===== config.mk =====
export PLATFORM = sky130hd
export DESIGN_NAME = mem_access_ctrl
export DESIGN_NICKNAME = d
export VERILOG_FILES = /design/src/rtl/mem_access_ctrl.sv
export SDC_FILE = /design/constraint.sdc
export NUM_CORES = 1
export LEC_CHECK = 0
export ABC_AREA = 1
export BUFFER_PORTS_ARGS = -buffer_cell sky130_fd_sc_hd__buf_2
export CAP_MARGIN = 0
export CORE_ASPECT_RATIO = 0.8
export CORE_MARGIN = 2
export CORE_UTILIZATION = 27
export DETAILED_ROUTE_END_ITERATION = 12
export GPL_ROUTABILITY_DRIVEN = 0
export SLEW_MARGIN = 30
export SYNTH_ARGS = -nofsm -noshare
export SYNTH_HDL_FRONTEND = slang
export SYNTH_SLANG_ARGS = --single-unit
export TNS_END_PERCENT = 5

===== constraint.sdc =====
create_clock -name clock -period 2.94 [get_ports clock]
set_input_delay 0.588 -clock clock [delete_from_list [all_inputs] [get_ports clock]]
set_output_delay 0.588 -clock clock [all_outputs]
set_load 0.1 [all_outputs]

===== src/rtl/mem_access_ctrl.sv =====
// mem_access_ctrl: byte/halfword/word load-store controller for a word-only memory, read-modify-write for sub-word stores.
// Define MEM_RANGE_CHECK_EN to reject requests whose req_addr[31:16] is nonzero.
module mem_access_ctrl #(
   parameter int ADDR_W = 16,
   parameter int DATA_W = 32
) (
   input  logic              clock,
   input  logic              reset,
   input  logic              req_valid,
   output logic              req_ready,
   input  logic              req_write,
   input  logic [1:0]        req_size,
   input  logic              req_unsigned,
   input  logic [31:0]       req_addr,
   input  logic [DATA_W-1:0] req_wdata,
   output logic              rsp_valid,
   output logic [DATA_W-1:0] rsp_rdata,
   output logic              rsp_error,
   output logic              mem_write,
   output logic [ADDR_W-1:0] mem_address,
   output logic [DATA_W-1:0] mem_write_data,
   input  logic [DATA_W-1:0] mem_read_data
);
   typedef enum logic [2:0] {IDLE, RD_ISSUE, RD_CAPTURE, WRITE, DONE} state_t;
   state_t state;
   logic wr, uns, bad, range_bad;
   logic [1:0] size;
   logic [ADDR_W-1:0] addr;
   logic [DATA_W-1:0] wdata, ld_val, mask, merged;
   logic [4:0] sh;
   logic [7:0] lb;
   logic [15:0] lh;
`ifdef MEM_RANGE_CHECK_EN
   assign range_bad = |req_addr[31:ADDR_W];
`else
   logic unused_hi;
   assign unused_hi = ^req_addr[31:ADDR_W];
   assign range_bad = 1'b0;
`endif
   assign bad = req_size == 2'b11 || (req_size == 2'b01 && req_addr[0]) ||
                (req_size == 2'b10 && |req_addr[1:0]) || range_bad;
   // Lane shift is valid for halfwords too, since an accepted halfword has addr[0]=0.
   assign sh = {addr[1:0], 3'b000};
   assign lb = 8'(mem_read_data >> sh);
   assign lh = 16'(mem_read_data >> sh);
   assign ld_val = size == 2'b00 ? {{24{~uns & lb[7]}}, lb} :
                   size == 2'b01 ? {{16{~uns & lh[15]}}, lh} : mem_read_data;
   assign mask = (size == 2'b00 ? 32'h0000_00ff : 32'h0000_ffff) << sh;
   assign merged = (mem_read_data & ~mask) | ((wdata << sh) & mask);
   always_ff @(posedge clock) begin
      if (reset) begin
         state <= IDLE;
         req_ready <= 1'b1;
         rsp_valid <= 1'b0;
         rsp_rdata <= '0;
         rsp_error <= 1'b0;
         mem_write <= 1'b0;
         mem_address <= '0;
         mem_write_data <= '0;
         wr <= 1'b0;
         uns <= 1'b0;
         size <= '0;
         addr <= '0;
         wdata <= '0;
      end else begin
         case (state)
            IDLE: if (req_valid) begin
               wr <= req_write;
               size <= req_size;
               uns <= req_unsigned;
               addr <= req_addr[ADDR_W-1:0];
               wdata <= req_wdata;
               req_ready <= 1'b0;
               if (bad) begin
                  state <= DONE;
                  rsp_valid <= 1'b1;
                  rsp_error <= 1'b1;
               end else begin
                  mem_address <= {req_addr[ADDR_W-1:2], 2'b00};
                  if (req_write && req_size == 2'b10) begin
                     state <= WRITE;
                     mem_write <= 1'b1;
                     mem_write_data <= req_wdata;
                  end else state <= RD_ISSUE;
               end
            end
            RD_ISSUE: state <= RD_CAPTURE;
            RD_CAPTURE: if (wr) begin
               state <= WRITE;
               mem_write <= 1'b1;
               mem_write_data <= merged;
            end else begin
               state <= DONE;
               rsp_valid <= 1'b1;
               rsp_rdata <= ld_val;
            end
            WRITE: begin
               state <= DONE;
               mem_write <= 1'b0;
               rsp_valid <= 1'b1;
            end
            DONE: begin
               state <= IDLE;
               rsp_valid <= 1'b0;
               rsp_error <= 1'b0;
               rsp_rdata <= '0;
               req_ready <= 1'b1;
            end
            default: state <= IDLE;
         endcase
      end
   end
endmodule


; Word level (Yosys, flattened, before mapping)
; Index checks and enable logic that the tools add are counted.
[op_classes]
reduce_logical = 21
bitwise = 8
eq_ne = 14
n_mux = 27
shifts = 3
[ops]
columns = operator, count
row1 = $mux 32, 7
row2 = $pmux 32 s2, 2
row3 = $and 32x32->32, 2
row4 = $not 32->32, 1
row5 = $or 32x32->32, 1
row6 = $shl 16x5->32, 1
row7 = $shl 32x5->32, 1
row8 = $shr 32x5->16, 1
row9 = $mux 16, 1
row10 = $ne 2x2->1 const B, 6
row11 = $pmux 3 s4, 1
row12 = $reduce_and 5->1, 2
row13 = $mux 3, 3
row14 = $mux 1, 8
row15 = $eq 3x2->1 const B, 2
row16 = $reduce_and 2->1, 3
row17 = $reduce_and 3->1, 2
row18 = $reduce_bool 2->1, 3
row19 = $eq 2x1->1 const B, 2
row20 = $eq 2x2->1 const B, 2
row21 = $pmux 1 s2, 2
row22 = $pmux 1 s4, 1
row23 = $reduce_and 4->1, 1
row24 = $reduce_bool 4->1, 1
row25 = 12 further kinds, 17
[totals]
output_inout_bits = 84
wordCells = 86
inputBits = 103
regBits = 123

; Longest topological paths before layout
; Gate-level depths: netlist of the first run.
[logic_depth]
depth_word = 8
depth_mapped = 13
mapped_depth_nobuf = 11

; Least setup slack after synthesis of the first run
; Ideal clock, no wire load.
[synth_path]
path_kind = in2reg
start = input port req_addr[1]
end = register mem_write_data[13]
setup_ps = 111
slack_ps = 1285
arrival_time_ps = 1543
required_ps = 2829
path_buffers = 2
cell_stages = 8
cell_sequence = o21ai_0 > nand2_1 > nand2_1 > nand4_1 > buf_4 > buf_4 > nor2_1 > nor2_1
[synth_between]
elab_chain_cells = 5
[synth_lines]
columns = item, line_no
row1 = start: declaration, 14  ; input logic [31:0] req_addr,
row2 = $reduce_or 2->1, 41  ; (req_size == 2'b10 && |req_addr[1:0]) || range_bad;
row3 = $logic_and 1x1->1, 41
row4 = $logic_or 1x1->1, 40  ; assign bad = req_size == 2'b11 || (req_size == 2'b01 && req_addr[0]) ||
row5 = $ne 2x2->1 (no source line), -
row6 = $reduce_and 5->1 (no source line), -
row7 = end signal: assignment, 83  ; mem_write_data <= req_wdata;
row8 = end signal: assignment, 91  ; mem_write_data <= merged;
row9 = end: declaration, 21  ; output logic [DATA_W-1:0] mem_write_data,
; Every way passes these cells.
; A chain may end at the register's enable or synchronous reset.

; Worst setup path in the final report of the first run
[layout_path]
start = register state[2]
end = register mem_write_data[12]
[layout_between]
elab_chain_cells = 3
word_cells_on_any_way = 9
cone_classes = 5 x eq/ne / 1 x mux / 3 x reduce/logical
[layout_lines]
columns = item, line_no
row1 = start: declaration, 25  ; state_t state;
row2 = start signal: assignment, 52  ; state <= IDLE;
row3 = start signal: assignment, 75  ; state <= DONE;
row4 = start signal: assignment, 81  ; state <= WRITE;
row5 = $eq 3x2->1 or $logic_not 3->1 (tied branches), 66  ; case (state)
row6 = $ne 2x2->1 (no source line) or $reduce_bool 2->1 (tied branches), -
row7 = $reduce_and 5->1 (no source line), -
; Parallel ways exist; a longest one is shown, timed or not.

==> summary.md, run 1 <==
| Metric | Value |
|---|---|
| CP peak stage delay | `0.67 ns` |
| Synth Register Bits | `115` |
| Hpwl dp | `15.8 mm` |
| Die X | `174 um` |
| Clock Sinks | `115` |
| Postcts setup bufs | `0` |
| ANT nets after route | `0` |
| Final hold vios | `0` |
| Port bufs | `168` |
| Reg clk slew, reported paths | `0.06 ns` |
| Final period util | `0.749` |
| RSZ-0062 raised after global routing | `no` |
| Via/cell ratio | `4.44` |
| M2 GR Usage | `0.264` |
| Most common cell on crit path | `nor2_1` |
| Core area | `22,600 um^2` |
| Finished Cell Area | `7770 um^2` |
| CP Max Fanout | `56` |
| Placed instance area | `7170 um^2` |
| Global Route met1 Usage | `0.241` |
| Fin crit period | `2.20 ns` |
| Hold Buf Count CTS | `0` |
| DRC Markers | `0` |
| FP Rows | `49` |
| Root buffer cell | `clkbuf_16` |
| Nature of the critical path endpoint | `register` |
| Top Usage Layer GRT | `met2` |
| Crit path launch type | `register` |
| Setup Skew | `0.0123 ns` |
| TritonCTS clock tree | `yes` |
| Routed vias | `6,549` |
| Fmax | `0.454 GHz` |
| Final setup fails | `0` |
| Reg2reg path depth | `9` |
| Pin count of the biggest net entering global routing | `66` |
| Final setup TNS | `0 ns` |
| Initial antenna violation count | `6` |
| Synth cell types | `29` |
| Final net count | `1,256` |
| CP required | `3.29 ns` |
| Top cell type's share of synthesized area | `0.370` |
| Synth top area cells | `dfxtp_1 (37%), nand2_1 (18%), nor2_1 (11%), o21ai_0 (7.6%), inv_1 (7.0%)` |
| Overall routing resource usage | `0.175` |
| Hold Path Class | `primary input to register` |
| Synth Instances | `1,013` |
| Cts repair resizes | `0` |
| Syn avg cell area | `6.14 um^2` |
| Die Y | `140 um` |
| Clock buffer depth | `2` |
| DRT iter0 DRCs | `534` |
| Power per cell area | `759 nW/um^2` |
| Layout cells sized above 1 | `0.212` |
| Crit-path slowest cell | `clkinv_2` |
| First-pass GRT wire length | `33.0 mm` |
| Syn-to-layout area delta | `25.0%` |
| CTS buffer count | `17` |
| WS Path Type | `register to register` |
| WHS Path Cells | `3` |
| GRT met3 Usage | `0.0557` |
| Final Util | `0.345` |
| I/O pin cnt | `187` |
| Cell family with most CP delay | `buffers and inverters` |
| Status | `completed` |
| DR WL/cell | `14.2 um` |
| Worst vdd ir | `409 uV` |
| LEAKAGE | `0.00399 uW` |
| Yosys Warn Count | `0` |
| First-pass detailed-route iteration total | `5` |
| CP Depth | `9` |
| Final Max Tran Viols | `0` |
| Max cap viols | `0` |
| GR Overflow Total | `0` |
| Vias in the first global route | `6,229` |
| Worst slew pin tran | `0.786 ns` |
| Buf+Inv Stages, Crit Path | `2` |
| Sequential fraction of the synthesis area | `0.370` |
| Critical-path cell list | `inv_2, nand2_2, nor2_2, clkinv_2, a21oi_1, o21ai_0, nand2_1, nor2_1, nor2_1` |
| Die ar. | `24,300 um^2` |
| Synth area leader | `dfxtp_1` |
| Hold Slack | `0.387 ns` |
| Rel. slew slack | `0.475` |
| Cell Area, Synth | `6220 um^2` |
| Initial core utilization | `0.276` |
| Skew-Pair Late Insertion Delay | `0.43 ns` |
| Drt total wl | `20.9 mm` |
| Worst Path Arrival | `2.56 ns` |
| CTS H-tree lvls | `4` |
synth_stat cells (all sizes together):
cell       n
a21oi     82
buf       44
clkbuf    17
conb       1
dfxtp    115
inv      126
nand2    299
nand3     14
nand4      9
nor2     190
nor3       1
o2111ai    1
o21a       1
o21ai    107
o22ai      3
o31ai      1
or2        2
per-layer routing:
| layer | wire [um] | share of wire |
|---|---|---|
| met5 | 37 | 0.0018 |
| met4 | 187 | 0.0089 |
| met3 | 1700 | 0.081 |
| met2 | 8820 | 0.42 |
| met1 | 10200 | 0.49 |
registers in the layout (all words and copies together) (netlist names):
name            flops
req_ready           1
mem_address        14
rsp_valid           1
size                2
mem_write           1
addr                2
wr                  1
mem_write_data     32
wdata              24
state               3
rsp_error           1
uns                 1
rsp_rdata          32
worst min-delay path, delay by kind of cell:
kind / cells / cell delay (ns)
buf+inv: 1 / 0.07
simple gates: 2 / 0.11
path summary, 6_finish.rpt:
check / startpoint / to / slack, ns
min: req_addr[11] / mem_address[11] / 0.39
min reg2reg: req_ready / req_ready / 0.45
max: state[2] / mem_write_data[12] / 0.74
max reg2reg: state[2] / mem_write_data[12] / 0.74
logic make-up (layout without fill, tap and decap cells):
logic type / after synthesis / after routing / share of synthesized area
simple gates: 515 / 515 / 0.330
other cells: 1 / 5 / 0.000603
compound gates: 195 / 195 / 0.161
buf+inv: 187 / 339 / 0.139
flops: 115 / 115 / 0.370
cell usage in the layout, fill, tap and decap left out, types with 2 or more instances in the layout:
cell type	Yosys	final
nand2_4	2	2
clkinvlp_4	0	3
o22ai_1	3	3
nor2_1	181	181
nand4_1	9	9
diode_2	0	3
inv_1	116	115
inv_6	0	7
buf_2	17	168
o21ai_1	13	12
clkinv_4	0	3
nand3_1	13	13
o21ai_0	94	94
inv_2	10	10
a21oi_1	79	79
dfxtp_1	115	115
nand2_1	292	292
a21oi_2	3	3
clkbuf_16	0	17
nand2_2	5	5
conb_1	1	2
bufinv_16	0	2
nor2_2	6	6
nor2_4	3	3
or2_2	2	2
buf_4	15	12
final cells by class:
class	instances	area, um^2
fillers	2576	14800
multi-input cells	712	3060
flip-flops and latches	115	2300
repair buffers	181	951
inverters	126	474
clock buffers	17	425
well taps	306	383
clock inverters	15	170
diodes	3	7.51
power breakdown:
group / switching, uW / internal [uW]
registers: 97.7 / 1730
logic: 1570 / 398
clock network: 840 / 1270
total: 2510 / 3390
through the flow:
step / setup WS, ns / instances / total power [uW]
after global routing: 0.474 / 1473 / 6210
after CTS: 0.958 / 1472 / 5940
final: 0.737 / 1475 / 5900
after floorplan: 1.29 / 1014 / 3460
after global placement: 0.864 / 1440 / 3800
after detailed placement: 0.851 / 1440 / 3810
Note: power is estimated with default switching activity, not from simulation.
==> run 2: changes to the inputs <==
- ABC_AREA: 1 -> 0
- clock period: 2.94 -> 1.81 ns (I/O delays scaled with it)
==> run 2 against run 1 <==
The run now ends with negative setup slack left. Clock skew is 0.0051 ns lower. Largest power group is now sequential cells. Via count is 14% lower. Cell count is 27% lower. Die area is 14% lower. Critical path depth is 2 lower. Area after synthesis is 14% lower. Global-route usage is 1.2 points higher. Sequential share of layout area is 0.064 points lower. Core utilization is 2.6 points higher. Register-to-register slack worse by 0.74 ns. Routed wire length is 4.0% lower. Largest cell class unchanged. Power is 2.2% higher.
==> summary.md, run 2 <==
| Metric | Value |
|---|---|
| WS Path Type | `register to register (unchanged)` |
| Sequential fraction of the synthesis area | `0.400 (was 0.370)` |
| Hold Buf Count CTS | `0 (unchanged)` |
| DRT iter0 DRCs | `555 (was 534)` |
| Layout cells sized above 1 | `0.360 (was 0.212)` |
| Most common cell after layout, fill and taps aside | `buf_2 (was nand2_1)` |
| CTS buffer count | `9 (was 17)` |
| DR WL/cell | `18.7 um (was 14.2 um)` |
| GR Overflow Total | `0 (unchanged)` |
| ANT nets after route | `0 (unchanged)` |
| Nature of the critical path endpoint | `register (unchanged)` |
| Buf+Inv Stages, Crit Path | `3 (was 2)` |
| Syn-to-layout area delta | `36.1% (was 25.0%)` |
| CP peak stage delay | `0.40 ns (was 0.67 ns)` |
| Yosys Warn Count | `0 (unchanged)` |
| CP Max Fanout | `18 (was 56)` |
| Final setup fails | `1 (was 0)` |
| RSZ-0062 raised after global routing | `yes (was no)` |
| Synth cell types | `53 (was 29)` |
| Overall routing resource usage | `0.187 (was 0.175)` |
| Fin cells | `1,073 (was 1,475)` |
| Die Y | `130 um (was 140 um)` |
| Worst slew pin tran | `0.956 ns (was 0.786 ns)` |
| Number of synthesized flops with an enable pin | `0 (unchanged)` |
| LEAKAGE | `0.00306 uW (was 0.00399 uW)` |
| Rel. slew slack | `0.363 (was 0.475)` |
| Top cell type's share of synthesized area | `0.400 (was 0.370)` |
| First-pass detailed-route iteration total | `5 (unchanged)` |
| Clock buffer depth | `2 (unchanged)` |
| Setup Skew | `0.00719 ns (was 0.0123 ns)` |
| Final Util | `0.371 (was 0.345)` |
| Most frequent cells in the layout | `buf_2 (168), dfxtp_1 (102), nand2_1 (61), a21oi_1 (59), buf_4 (55) (was nand2_1 (292), nor2_1 (181), buf_2 (168), inv_1 (115), dfxtp_1 (115))` |
| Fin crit period | `1.82 ns (was 2.20 ns)` |
| Root buffer cell | `clkbuf_16 (unchanged)` |
| Most common cell on crit path | `buf_4 (was nor2_1)` |
| Pin count of the biggest net entering global routing | `39 (was 66)` |
| Final Max Tran Viols | `0 (unchanged)` |
| Synth area leader | `dfxtp_1 (unchanged)` |
| I/O pin cnt | `187 (unchanged)` |
| Drt total wl | `20.1 mm (was 20.9 mm)` |
| Ys flop type | `dfxtp_1 (unchanged)` |
| Top-count cell post-synth | `dfxtp_1 (was nand2_1)` |
| Power per cell area | `828 nW/um^2 (was 759 nW/um^2)` |
| Initial antenna violation count | `6 (unchanged)` |
| Worst Path Arrival | `2.05 ns (was 2.56 ns)` |
| Port bufs | `168 (unchanged)` |
| Fmax | `0.550 GHz (was 0.454 GHz)` |
| Status | `complete, but fails checks (was completed)` |
| Post-synth top cells | `dfxtp_1 (107), nand2_1 (62), a21oi_1 (59), mux2i_1 (44) (was nand2_1 (292), nor2_1 (181), inv_1 (116), dfxtp_1 (115), o21ai_0 (94))` |
| Violated checks | `negative setup slack` |
| Hpwl dp | `15.3 mm (was 15.8 mm)` |
| Via/cell ratio | `5.22 (was 4.44)` |
| Routed vias | `5,606 (was 6,549)` |
| TritonCTS clock tree | `yes (unchanged)` |
| Clock Sinks | `107 (was 115)` |
| Cell family with most CP delay | `compound AO/OA/AOI/OAI gates (was buffers and inverters)` |
| Synth top area cells | `dfxtp_1 (40%), mux2i_1 (8.2%), a21oi_1 (5.5%), a211oi_1 (4.8%), nand2_1 (4.4%) (was dfxtp_1 (37%), nand2_1 (18%), nor2_1 (11%), o21ai_0 (7.6%), inv_1 (7.0%))` |
| Core area | `19,600 um^2 (was 22,600 um^2)` |
| CTS H-tree lvls | `3 (was 4)` |
| Crit path launch type | `register (unchanged)` |
| Synth Instances | `617 (was 1,013)` |
| Skew-Pair Late Insertion Delay | `0.36 ns (was 0.43 ns)` |
| CP required | `2.04 ns (was 3.29 ns)` |
| Setup ws final | `-0.00820 ns (was 0.737 ns)` |
| FP Rows | `46 (was 49)` |
| Syn avg cell area | `8.67 um^2 (was 6.14 um^2)` |
| Hold Path Class | `primary input to register (unchanged)` |
| Worst vdd ir | `447 uV (was 409 uV)` |
| Vias in the first global route | `5,103 (was 6,229)` |
| Final net count | `904 (was 1,256)` |
| Crit-path slowest cell | `a221oi_1 (was clkinv_2)` |
| Initial core utilization | `0.273 (was 0.276)` |
| Critical-path cell list | `buf_4, nor3b_4, buf_12, o21a_1, buf_4, a221oi_1, a211oi_1 (was inv_2, nand2_2, nor2_2, clkinv_2, a21oi_1, o21ai_0, nand2_1, nor2_1, nor2_1)` |
| Reg clk slew, reported paths | `0.08 ns (was 0.06 ns)` |
| Final hold vios | `0 (unchanged)` |
| Ys async rst share | `0 (unchanged)` |
| Cell count after placement | `1,054 (was 1,440)` |
| Die ar. | `21,000 um^2 (was 24,300 um^2)` |
| Cell Area, Synth | `5350 um^2 (was 6220 um^2)` |
| Die X | `161 um (was 174 um)` |
| Top Registers | `mem_write_data: 32 flops, rsp_rdata: 32 flops, wdata: 16 flops (was mem_write_data: 32 flops, rsp_rdata: 32 flops, wdata: 24 flops)` |
| Worst slack at placement | `-0.245 ns (was 0.851 ns)` |
| DRC Markers | `0 (unchanged)` |
| Max cap viols | `0 (unchanged)` |
| Synth Register Bits | `107 (was 115)` |
| Final period util | `1.00 (was 0.749)` |
| First-pass GRT wire length | `30.0 mm (was 33.0 mm)` |
## run 2: cell count changes after synthesis, moves of 13 or more
cell      before  now
nand2_1      292   62
nor2_1       181   30
inv_1        116   16
o21ai_0       94   28
mux2i_1        0   44
a211oi_1       0   34
a22oi_1        0   23
a21oi_1       79   59
clkbuf_1      16   34
a221oi_1       0   16
nor3_1         1   17
o21bai_1       0   16
o221ai_1       0   13
## run 2: worst paths after layout
check,startpoint,cells past startpoint,endpoint,slack (ns)
max reg2reg,state[1],7,mem_write_data[11],-0.008
min reg2reg,req_ready,2,req_ready,0.46
min,req_addr[2],3,mem_address[2],0.23
max,state[1],7,mem_write_data[11],-0.008
## run 2: timing repair
| action | in CTS | in global routing |
|---|---|---|
| buffers inserted | 0 | 0 |
| pin swaps | 0 | 1 |
| endpoints found under the setup margin | 56 | 59 |
| gates resized for setup | 15 | 19 |
## run 2: where the power goes
| group | switching (uW) | leakage [uW] | internal [uW] |
|---|---|---|---|
| Combinational | 1050 | 0.00204 | 489 |
| Clock | 1000 | 0.000143 | 961 |
| Sequential | 84.4 | 0.000871 | 2450 |
| Total | 2130 | 0.00306 | 3900 |
## run 2: worst register-to-register path: cells and delay by family, from the launching register on
| kind | cells | cell delay [ns] |
|---|---|---|
| compound gates | 3 | 0.68 |
| simple gates | 1 | 0.17 |
| buf+inv | 3 | 0.50 |
| flops | 1 | 0.35 |
## run 2: cell type report
| type | instances | area, um^2 |
|---|---|---|
| diodes | 3 | 7.51 |
| well taps | 264 | 330 |
| clock buffers | 9 | 225 |
| inverters | 16 | 60.1 |
| flip-flops and latches | 107 | 2150 |
| fillers | 2056 | 12300 |
| multi-input cells | 434 | 3010 |
| repair buffers | 233 | 1440 |
| clock inverters | 7 | 56.3 |
## run 2: cell families (layout without fill, tap and decap cells)
kind of cell | after synthesis | count (layout) | synth area share
other | 1 | 5 | 0.000701
AO/OA/AOI/OAI | 237 | 237 | 0.309
buffers and inverters | 77 | 265 | 0.0606
multiplexers | 48 | 48 | 0.0929
flip-flops | 107 | 107 | 0.400
AND/OR/NAND/NOR | 147 | 147 | 0.137
## run 2: stage by stage
stage	hold slack [ns]	TNS [ns]	instance area, um^2	power, uW
after floorplan	0.449	0	5360	3550
after global placement	0.433	-11.23	6860	4060
after detailed placement	0.448	-10.0	6870	4080
after CTS	0.211	-0.0653	7190	6050
after global routing	0.218	-2.47	7270	6280
final	0.226	-0.00820	7280	6030
## run 2: metal layers
layer | wire length [um] | global-route usage
met5 | 26 | 0
met4 | 241 | 0.0404
met3 | 2080 | 0.0566
met2 | 8390 | 0.270
met1 | 9370 | 0.272
